--- src/rtl/ack_gen_pkg.sv ---
`default_nettype none
// ============================================================================
// Module   : ack_gen_pkg
// Purpose  : Shared constants and ack-mode encoding for the ack_edge_gen slice.
// Revision : 1.0
// ============================================================================
package ack_gen_pkg;

  localparam int MAX_STAGES = 7;

  typedef enum logic [0:0] {
    HOLD  = 1'b0,
    PULSE = 1'b1
  } ack_mode_e;

  // Out-of-range stage counts saturate instead of building oversized chains.
  function automatic int clamp_stages(input int n);
    if (n < 0) return 0;
    if (n > MAX_STAGES) return MAX_STAGES;
    return n;
  endfunction

endpackage
`default_nettype wire

--- src/rtl/edge_detect.sv ---
`default_nettype none
// ============================================================================
// Module   : edge_detect
// Purpose  : Rising / falling / any-edge pulses of a strobe against a one-flop
//            history that only advances on enabled clocks.
// Revision : 1.0
// ============================================================================
module edge_detect
  import ack_gen_pkg::*;
(
  input  logic clk_i,
  input  logic rst_i,
  input  logic ce_i,
  input  logic i,
  output logic pe_o,
  output logic ne_o,
  output logic ee_o
);

  logic r_i_d;

  always_ff @(posedge clk_i or posedge rst_i) begin
    if (rst_i) begin
      r_i_d <= 1'b0;
    end else if (ce_i) begin
      r_i_d <= i;
    end
  end

  assign pe_o = i & ~r_i_d;
  assign ne_o = ~i & r_i_d;
  assign ee_o = i ^ r_i_d;

endmodule
`default_nettype wire

--- src/rtl/ack_edge_gen.sv ---
`default_nettype none
// ============================================================================
// Module   : ack_edge_gen
// Purpose  : Bus-slave ack generator: delays the select strobe by separate
//            read/write stage counts and exports strobe edge pulses.
//            Define ACK_GEN_PULSE_EN for one ack pulse per select assertion.
// Revision : 1.0
// ============================================================================
module ack_edge_gen
  import ack_gen_pkg::*;
#(
  parameter int READ_STAGES     = 1,
  parameter int WRITE_STAGES    = 1,
  parameter bit REGISTER_OUTPUT = 1'b1
) (
  input  logic clk_i,
  input  logic rst_i,
  input  logic ce_i,
  input  logic i,
  input  logic we_i,
  output logic o,
  output logic pe_o,
  output logic ne_o,
  output logic ee_o
);

  localparam int c_RD_N = clamp_stages(READ_STAGES);
  localparam int c_WR_N = clamp_stages(WRITE_STAGES);

`ifdef ACK_GEN_PULSE_EN
  localparam ack_mode_e c_MODE = PULSE;
`else
  localparam ack_mode_e c_MODE = HOLD;
`endif

  logic w_wr_sel;
  logic w_rd_term;
  logic w_wr_term;
  logic w_ack_c;
  logic w_ack_hold;

  assign w_wr_sel = i & we_i;

  // Each stage ANDs in the live select so any gap flushes the whole chain.
  if (c_RD_N > 0) begin : g_rd_chain
    logic [c_RD_N-1:0] r_rd;

    always_ff @(posedge clk_i or posedge rst_i) begin
      if (rst_i) begin
        r_rd <= '0;
      end else if (ce_i) begin
        r_rd[0] <= i;
        for (int k = 1; k < c_RD_N; k++) begin
          r_rd[k] <= r_rd[k-1] & i;
        end
      end
    end

    assign w_rd_term = r_rd[c_RD_N-1];
  end else begin : g_rd_bypass
    assign w_rd_term = i;
  end

  if (c_WR_N > 0) begin : g_wr_chain
    logic [c_WR_N-1:0] r_wr;

    always_ff @(posedge clk_i or posedge rst_i) begin
      if (rst_i) begin
        r_wr <= '0;
      end else if (ce_i) begin
        r_wr[0] <= w_wr_sel;
        for (int k = 1; k < c_WR_N; k++) begin
          r_wr[k] <= r_wr[k-1] & w_wr_sel;
        end
      end
    end

    assign w_wr_term = r_wr[c_WR_N-1];
  end else begin : g_wr_bypass
    assign w_wr_term = w_wr_sel;
  end

  assign w_ack_c = i & (we_i ? w_wr_term : w_rd_term);

  if (REGISTER_OUTPUT) begin : g_reg_out
    logic r_ack;

    always_ff @(posedge clk_i or posedge rst_i) begin
      if (rst_i) begin
        r_ack <= 1'b0;
      end else if (ce_i) begin
        r_ack <= w_ack_c;
      end
    end

    assign w_ack_hold = r_ack;
  end else begin : g_comb_out
    assign w_ack_hold = w_ack_c;
  end

  // Pulse mode masks the held ack once it has been seen on an enabled edge.
  if (c_MODE == PULSE) begin : g_pulse
    logic r_acked;

    always_ff @(posedge clk_i or posedge rst_i) begin
      if (rst_i) begin
        r_acked <= 1'b0;
      end else if (ce_i) begin
        if (!i) begin
          r_acked <= 1'b0;
        end else if (w_ack_hold) begin
          r_acked <= 1'b1;
        end
      end
    end

    assign o = w_ack_hold & ~r_acked;
  end else begin : g_hold
    assign o = w_ack_hold;
  end

  edge_detect u_edge_detect (
    .clk_i (clk_i),
    .rst_i (rst_i),
    .ce_i  (ce_i),
    .i     (i),
    .pe_o  (pe_o),
    .ne_o  (ne_o),
    .ee_o  (ee_o)
  );

endmodule
`default_nettype wire

--- config.mk ---
export PLATFORM = sky130hd
export DESIGN_NAME = ack_edge_gen
export DESIGN_NICKNAME = d
export VERILOG_FILES = /design/src/rtl/ack_gen_pkg.sv /design/src/rtl/edge_detect.sv /design/src/rtl/ack_edge_gen.sv
export SDC_FILE = /design/constraint.sdc
export NUM_CORES = 1
export LEC_CHECK = 0
export BUFFER_PORTS_ARGS = -buffer_cell sky130_fd_sc_hd__buf_4
export CORE_AREA = 2 2 39 41
export CTS_CLUSTER_SIZE = 25
export DETAILED_ROUTE_END_ITERATION = 8
export DIE_AREA = 0 0 41 43
export PLACE_DENSITY = 0.33
export SYNTH_ARGS = -nofsm -noshare
export SYNTH_HDL_FRONTEND = slang
export SYNTH_HIERARCHICAL = 1
export SYNTH_SLANG_ARGS = --single-unit
--- constraint.sdc ---
create_clock -name clk_i -period 0.8 [get_ports clk_i]
set_input_delay 0.12 -clock clk_i [delete_from_list [all_inputs] [get_ports clk_i]]
set_output_delay 0.12 -clock clk_i [all_outputs]
set_load 0.02 [all_outputs]
=== Yosys cells after proc, flatten, opt, wreduce, memory -nomap -nowiden ===
Cells that the tools add are included.
Widths: inputs -> output; s select.

* Register bits: 3
* Latch bits: 0
* Bits in writable memories: 0
* ROM bits: 0
* Input port bits: 5
* Output and inout port bits: 4
* Memories kept: 0

* Add/sub/neg operators: 0
* $mul: 0
* Divide/modulo/power cells: 0
* $lt $le $gt $ge: 0
* Equality and inequality tests: 0
* Shifts and indexed selects: 0
* Muxes and demuxes: 1
* Bitwise operators: 7
* Reduce and logical (&&, ||, !) cells: 0

{| class="wikitable"
|+ Operators with widths
! cell !! count
|-
| $and 1x1->1 || 4
|-
| $not 1->1 || 2
|-
| $mux 1 || 1
|-
| $xor 1x1->1 || 1
|}

=== Depth between registers and ports, before layout ===
Gate-level depths: netlist of run 1.

* Depth after elaboration: 2
* Gate-level depth with buffers: 3

=== By module ===
Netlist of run 1, hierarchy kept.

{| class="wikitable"
|+ By module, submodules not included
! module !! times used !! cells each !! area each (µm²) !! sequential area each (µm²)
|-
| ack_edge_gen || 1 || 13 || 125.1 || 75.1
|-
| edge_detect || 1 || 8 || 80.1 || 25.0
|}

=== Least setup slack after synthesis of run 1 ===
OpenSTA, ideal clock, no wires.

* Path kind: register to output
* From: register u_edge_detect.r_i_d
* To: output ee_o
* Arrival: 0.775 ns
* Data required time: 0.680 ns
* Setup slack: -0.095 ns
* Stages on the path, launching flop included: 3
* Path buffers: 0
* Cells stage by stage: dfrtp_1 > ha_1 > inv_1

* Word-level cells in the longest chain between the ends: 1

{| class="wikitable"
|+ Ends and longest elaborated chain
! item !! RTL line !! RTL
|-
| from (decl) || edge_detect.sv:20 || <nowiki>logic r_i_d;</nowiki>
|-
| from (signal assigned) || edge_detect.sv:26 || <nowiki>r_i_d <= i;</nowiki>
|-
| $xor 1x1->1 || edge_detect.sv:32 || <nowiki>assign ee_o = i ^ r_i_d;</nowiki>
|-
| to (decl) || ack_edge_gen.sv:24 || <nowiki>output logic ee_o</nowiki>
|}

Every way passes these cells.

=== Worst setup path in the final report of run 1 ===
Ends and elaborated chain as after synthesis.

==> results of run 1 <==
==> worst max-delay path, cell delays in order, from the launching register on <==
cell	delay, ns
dfrtp_1	0.41
ha_4	0.29
inv_2	0.03
buf_6	0.11
==> cell type report <==
class	count	area share [%]
well taps	16	5.06
inverters	8	7.59
clock buffers	3	5.70
repair buffers	13	31.0
multi-input cells	9	25.3
flip-flops and latches	4	25.3
==> power groups by stage <==
| stage | sequential (mW) | clock (mW) | combinational (mW) |
|---|---|---|---|
| floorplan | 0.238 | 0 | 0.0675 |
| global placement | 0.234 | 0 | 0.140 |
| detailed placement | 0.235 | 0 | 0.142 |
| CTS | 0.232 | 0.274 | 0.180 |
| global route | 0.238 | 0.290 | 0.216 |
| finish | 0.237 | 0.257 | 0.201 |
==> worst max-delay path by stage <==
stage                        start    to  slack (ns)  depth (start not counted)
2_1_floorplan  u_edge_detect/r_i_d  ee_o       -0.06                          2
6_report       u_edge_detect/r_i_d  ee_o       -0.40                          3
5_1_grt        u_edge_detect/r_i_d  ee_o       -0.43                          3
4_1_cts        u_edge_detect/r_i_d  ee_o       -0.41                          3
3_3_place_gp   u_edge_detect/r_i_d  ee_o       -0.15                          3
3_5_place_dp   u_edge_detect/r_i_d  ee_o       -0.16                          3
==> layer usage <==
metal,up-vias,GRT usage [%],part of all wire (%),wire length (um)
met5,-,0,0,0
met4,0,8.00,0,0
met3,0,3.14,8.2,46
met2,11,9.69,50,281
met1,98,7.79,41,231
li1,96,-,-,-
==> placed cells by master (no fill, tap or decap) <==
master         netlist  layout
clkbuf_4             0       3
ha_4                 0       2
mux2i_1              1       1
mux2_4               1       1
buf_4                0       6
buf_6                0       6
inv_2                0       2
nand3_1              1       1
o22ai_1              1       1
o21ai_0              2       2
dlygate4sd3_1        0       1
inv_1                8       6
nand2_1              1       1
dfrtp_1              4       4
==> synth_stat cells, drive strengths merged <==
| cell | number |
|---|---|
| nand3 | 1 |
| ha | 2 |
| o21ai | 2 |
| mux2 | 1 |
| inv | 8 |
| o22ai | 1 |
| dfrtp | 4 |
| nand2 | 1 |
| mux2i | 1 |
==> through the flow <==
stage / hold WS [ns] / total power [mW]
6_report: 0.130 / 0.695
5_1_grt: 0.131 / 0.744
4_1_cts: 0.121 / 0.685
3_5_place_dp: -0.0234 / 0.377
3_3_place_gp: -0.0210 / 0.375
2_1_floorplan: -0.151 / 0.306
==> sequential cells by signal, summed over array words and instances (netlist names) <==
signal and count:
g_rd_chain.r_rd 1, g_wr_chain.r_wr 1, o 1, u_edge_detect/r_i_d 1
==> repair_timing <==
item                                    CTS  global route
gates cloned                              0             0
endpoints found under the setup margin    5             5
endpoints found under the hold margin     4             0
resized for setup                         5             5
setup buffers                             2             1
hold buffers                              1             0
pin swaps                                 1             1
==> logic make-up after synthesis <==
group / Yosys count / share of synthesized area (%)
fa+ha+maj: 2 / 12.2
mux: 2 / 12.2
simple gates: 2 / 4.26
flops: 4 / 48.8
compound gates: 3 / 7.93
buf+inv: 8 / 14.6
==> results.sh, run 1 <==
export IMPL_core_area_um2=1380
export IMPL_postRouteAntennaNets=0
export IMPL_wl_per_cell_um=10.5
export IMPL_setup_viol=5
export IMPL_post_dp_cell_area_um2=300
export IMPL_ios=9
export IMPL_port_buffers=8
export IMPL_grt_pass1_wl_um=786
export IMPL_holdPathEnd="o"
export IMPL_layout_setup_ws_ns=-0.405
export IMPL_drive_above_1_share_pct=54.1
export IMPL_violations="negative setup slack"
export IMPL_dieWidth_um=41
export IMPL_r2r_cells=3
export IMPL_htreeDepth=1
export IMPL_reg2reg_slack_ns=-0.22
export IMPL_rr_endpoint="u_edge_detect/r_i_d"
export IMPL_path_class="reg -> out"
export IMPL_worstPathArrival_ns=1.08
export IMPL_cts_buffer_depth=2
export IMPL_dieHeight_um=43
export IMPL_rows=14
export IMPL_post_route_min_period_ns=1.20
export IMPL_final_cells=53
export IMPL_clockPowerShare_pct=37.0
export IMPL_design_area_um2=395
export IMPL_viasPerCell=3.87
export IMPL_start_kind="register"
export IMPL_p_leak_nw=0.204
export IMPL_worstHoldStart="ce_i"
export IMPL_r2r_start="u_edge_detect/r_i_d"
export IMPL_avgSynthCellArea_um2=9.77
export IMPL_dpl_hpwl_um=349
export IMPL_dr_first_iter_drc_count=7
export IMPL_swShare_pct=27.4
export IMPL_initial_core_util_pct=14.8
export IMPL_antenna_cells=0
export IMPL_grt_antenna_before_repair=0
export IMPL_insertion_delay_ns=0.24
export IMPL_finClkSkew_ns=0.00968
export IMPL_area_delta_synth_final_pct=92.7
export IMPL_netlist_instances=21
export IMPL_seq_area_um2=100
export IMPL_yosys_warnings=6
export IMPL_final_core_util_pct=28.6
export IMPL_crit_path_end_kind="output pin"
export IMPL_synth_top_cell_area_share_pct=48.8
export IMPL_grt_setup_unrepaired="yes"
export IMPL_synthTopCellsByArea="dfrtp_1 49%, inv_1 15%, ha_1 12%"
export IMPL_hp_class="in -> reg"
export IMPL_ys_ff_latch=4
export IMPL_internal_power_uw=504
export IMPL_fill_cells=154
export IMPL_yosysSeqAreaShare_pct=48.8
export IMPL_hold_violations=0
export IMPL_route_detailed_drc=0
export IMPL_setup_tns_ns=-1.37
export IMPL_grt_pass1_vias=198
export IMPL_drv_cap=0
export IMPL_clk_pin_slew_ns=0.04
export IMPL_cp_required_ns=0.68
export IMPL_dp_worst_setup_slack_ns=-0.162
export IMPL_switching_power_uw=191
export IMPL_synthesis_nets=28
export IMPL_cts_buffers=3
export IMPL_globalRoute_totalOverflow=0
export IMPL_die_area_um2=1760
export IMPL_post_route_period_util_pct=151
export IMPL_vias=205
export IMPL_gp_congestion=0.566
export IMPL_relSlewSlack_pct=91.3
export IMPL_p_comb_share_pct=28.9
export IMPL_cts_root_buf="clkbuf_4"
export IMPL_worst_slew_pin_transition_ns=0.126
export IMPL_holdPathStages=2
export IMPL_multi_input_area_um2=100
export IMPL_max_freq_mhz=830
export IMPL_netlist_area_um2=205
export IMPL_finalWirelength_um=559
export IMPL_grt_start_max_net_pins=7
export IMPL_cp_max_fo=2
export IMPL_dr_pass1_iters=4
export IMPL_slew_violations=0
export IMPL_cts_sinks=4
export IMPL_nets=46
export IMPL_cts_tree="built"
export IMPL_cellPowerDensity_nw_per_um2=1760
export IMPL_sequentialPowerShare_pct=34.1
export IMPL_grt_usage_pct=7.35
export IMPL_outcome="complete, but fails checks"
export IMPL_synth_area_leader_cell="dfrtp_1"
export IMPL_ir_drop_uv=559
export IMPL_placed_cells=47
export IMPL_synth_distinct_cells=9
(Power assumes the default switching activity.)
==> run 2: changes to the inputs <==
--- a/config.mk
+++ b/config.mk
@@ -5,12 +5,13 @@
 export SDC_FILE = /design/constraint.sdc
 export NUM_CORES = 1
 export LEC_CHECK = 0
-export BUFFER_PORTS_ARGS = -buffer_cell sky130_fd_sc_hd__buf_4
 export CORE_AREA = 2 2 39 41
 export CTS_CLUSTER_SIZE = 25
 export DETAILED_ROUTE_END_ITERATION = 8
 export DIE_AREA = 0 0 41 43
-export PLACE_DENSITY = 0.33
+export DONT_BUFFER_PORTS = 1
+export GPL_TIMING_DRIVEN = 0
+export PLACE_DENSITY = 0.3
 export SYNTH_ARGS = -nofsm -noshare
 export SYNTH_HDL_FRONTEND = slang
 export SYNTH_HIERARCHICAL = 1
==> run 2 against run 1 <==
Against the previous run:
- fmax increased by 10%
- via count decreased by 24%
- clock power is 2% lower
- global-route usage fell by 1.7 points
- utilization fell by 5.3 points
- critical path type unchanged
- final cell count is 17% lower
- power decreased by 10%
- largest power group unchanged
- worst setup slack gained 0.11 ns
- count of clock-buffer cells in the layout did not move
- die area unchanged
- non-clock buffer count fell by 9
- the flow still finishes with violations (negative setup slack)
==> results.sh, run 2 (same netlist as run 1, synthesis figures left out) <==
export IMPL_die_area_um2=1760
export IMPL_clockPowerShare_pct=40.2
export IMPL_grt_antenna_before_repair=0
export IMPL_switching_power_uw=163
export IMPL_path_class="reg -> out"
export IMPL_core_area_um2=1380
export IMPL_antenna_cells=0
export IMPL_route_detailed_drc=0
export IMPL_initial_core_util_pct=14.8
export IMPL_rr_endpoint="u_edge_detect/r_i_d"
export IMPL_finalWirelength_um=415
export IMPL_htreeDepth=1
export IMPL_worstHoldStart="ce_i"
export IMPL_r2r_cells=3
export IMPL_insertion_delay_ns=0.23
export IMPL_cp_max_fo=2
export IMPL_grt_setup_unrepaired="yes"
export IMPL_worstPathArrival_ns=0.97
export IMPL_cts_tree="built"
export IMPL_viasPerCell=3.52
export IMPL_relSlewSlack_pct=90.5
export IMPL_ir_drop_uv=536
export IMPL_p_total_uw=625
export IMPL_clk_pin_slew_ns=0.04
export IMPL_start_kind="register"
export IMPL_dieWidth_um=41
export IMPL_dr_first_iter_drc_count=4
export IMPL_final_core_util_pct=23.2
export IMPL_vias=155
export IMPL_max_freq_mhz=915
export IMPL_hp_class="in -> reg"
export IMPL_outcome="complete, but fails checks"
export IMPL_worst_slew_pin_transition_ns=0.139
export IMPL_sequentialPowerShare_pct=38.6
export IMPL_holdPathStages=1
export IMPL_cts_buffer_depth=2
export IMPL_crit_chain="buf_6, inv_4, ha_4"
export IMPL_grt_start_max_net_pins=6
export IMPL_hold_violations=0
export IMPL_drive_above_1_share_pct=39.3
export IMPL_layout_setup_ws_ns=-0.292
export IMPL_cts_sinks=4
export IMPL_postRouteAntennaNets=0
export IMPL_violations="negative setup slack"
export IMPL_area_delta_synth_final_pct=56.7
export IMPL_globalRoute_totalOverflow=0
export IMPL_rows=14
export IMPL_gp_congestion=0.717
export IMPL_grt_pass1_wl_um=607
export IMPL_post_route_period_util_pct=137
export IMPL_p_comb_share_pct=21.2
export IMPL_slew_violations=0
export IMPL_port_buffers=0
export IMPL_dr_pass1_iters=4
export IMPL_crit_slowest_cell="dfrtp_1"
export IMPL_grt_pass1_vias=149
export IMPL_cp_required_ns=0.68
export IMPL_grt_usage_pct=5.63
export IMPL_post_route_min_period_ns=1.09
export IMPL_swShare_pct=26.1
export IMPL_setup_viol=4
export IMPL_drv_cap=0
export IMPL_nets=37
export IMPL_internal_power_uw=462
export IMPL_wl_per_cell_um=9.43
export IMPL_reg2reg_slack_ns=-0.21
export IMPL_ios=9
export IMPL_r2r_start="u_edge_detect/r_i_d"
export IMPL_p_leak_nw=0.154
export IMPL_layout_commonest_cell="inv_1"
export IMPL_crit_path_end_kind="output pin"
export IMPL_cts_buffers=3
export IMPL_cellPowerDensity_nw_per_um2=1940
export IMPL_dpl_hpwl_um=298
export IMPL_max_stage_delay_ns=0.41
export IMPL_holdPathEnd="g_rd_chain.r_rd"
export IMPL_dieHeight_um=43
export IMPL_layout_common_cells="6 x inv_1, 3 x clkbuf_4, 3 x dfrtp_1"
export IMPL_cts_root_buf="clkbuf_4"
export IMPL_finClkSkew_ns=0.00222
-- run 2: cell count changes in the layout (fill, tap and decap cells not counted) --
cell / before / now
inv_2: 2 / 0
dlygate4sd3_1: 1 / 2
dfrtp_2: 0 / 1
buf_4: 6 / 0
inv_4: 0 / 2
dfrtp_1: 4 / 3
buf_6: 6 / 2
-- run 2: worst max-delay path, delay by kind of cell, from the launching register on --
family | cells | cell delay, ns
buffers and inverters | 2 | 0.18
adder cells (fa/ha/maj) | 1 | 0.15
flip-flops | 1 | 0.41
-- run 2: layout make-up --
cell class	instances	area, um^2
tap	16	20.0
multi-input combinational	9	100
fill	152	1060
timing repair buffer	4	42.5
inverter	8	35.0
clock buffer	3	22.5
sequential	4	101
-- run 2: worst max path at each step --
stage | start | depth (start not counted) | end | slack (ns)
2_1_floorplan | u_edge_detect/r_i_d | 2 | ee_o | -0.06
3_3_place_gp | u_edge_detect/r_i_d | 2 | ee_o | -0.09
3_5_place_dp | u_edge_detect/r_i_d | 2 | ee_o | -0.09
4_1_cts | u_edge_detect/r_i_d | 2 | ee_o | -0.33
5_1_grt | u_edge_detect/r_i_d | 3 | pe_o | -0.32
6_report | u_edge_detect/r_i_d | 3 | pe_o | -0.29
-- run 2: per-layer routing --
layer  share of wire (%)  routed length [um]  global-route usage, %
met1                  41                 172                   5.83
met2                  52                 217                   7.19
met4                   0                   0                   6.00
met3                 6.0                  25                   3.14
met5                   0                   0                      0
-- run 2: stage by stage --
step           hold WS (ns)  std cells  TNS (ns)  setup slack (ns)  instance area [um^2]
2_1_floorplan        -0.151         21   -0.0646           -0.0646                   205
3_3_place_gp         -0.147         37   -0.0989           -0.0858                   225
3_5_place_dp         -0.149         37    -0.109           -0.0884                   225
4_1_cts             0.00222         43    -0.901            -0.328                   292
5_1_grt              0.0216         44     -1.08            -0.320                   322
6_report             0.0117         44    -0.949            -0.292                   322
-- run 2: power groups by stage --
stage / Sequential [mW] / Clock, mW / Combinational [mW]
3_3_place_gp: 0.241 / 0 / 0.0733
4_1_cts: 0.239 / 0.267 / 0.102
3_5_place_dp: 0.241 / 0 / 0.0733
2_1_floorplan: 0.238 / 0 / 0.0675
5_1_grt: 0.243 / 0.278 / 0.143
6_report: 0.241 / 0.251 / 0.133
-- run 2: what timing repair did --
action | 4_1_cts | 5_1_grt
cloned | 0 | 0
pin swaps | 1 | 1
buffers inserted | 1 | 1
gates resized for setup | 5 | 5
setup endpoints to repair | 4 | 5
hold endpoints to repair | 6 | 0
hold buffers | 2 | 0
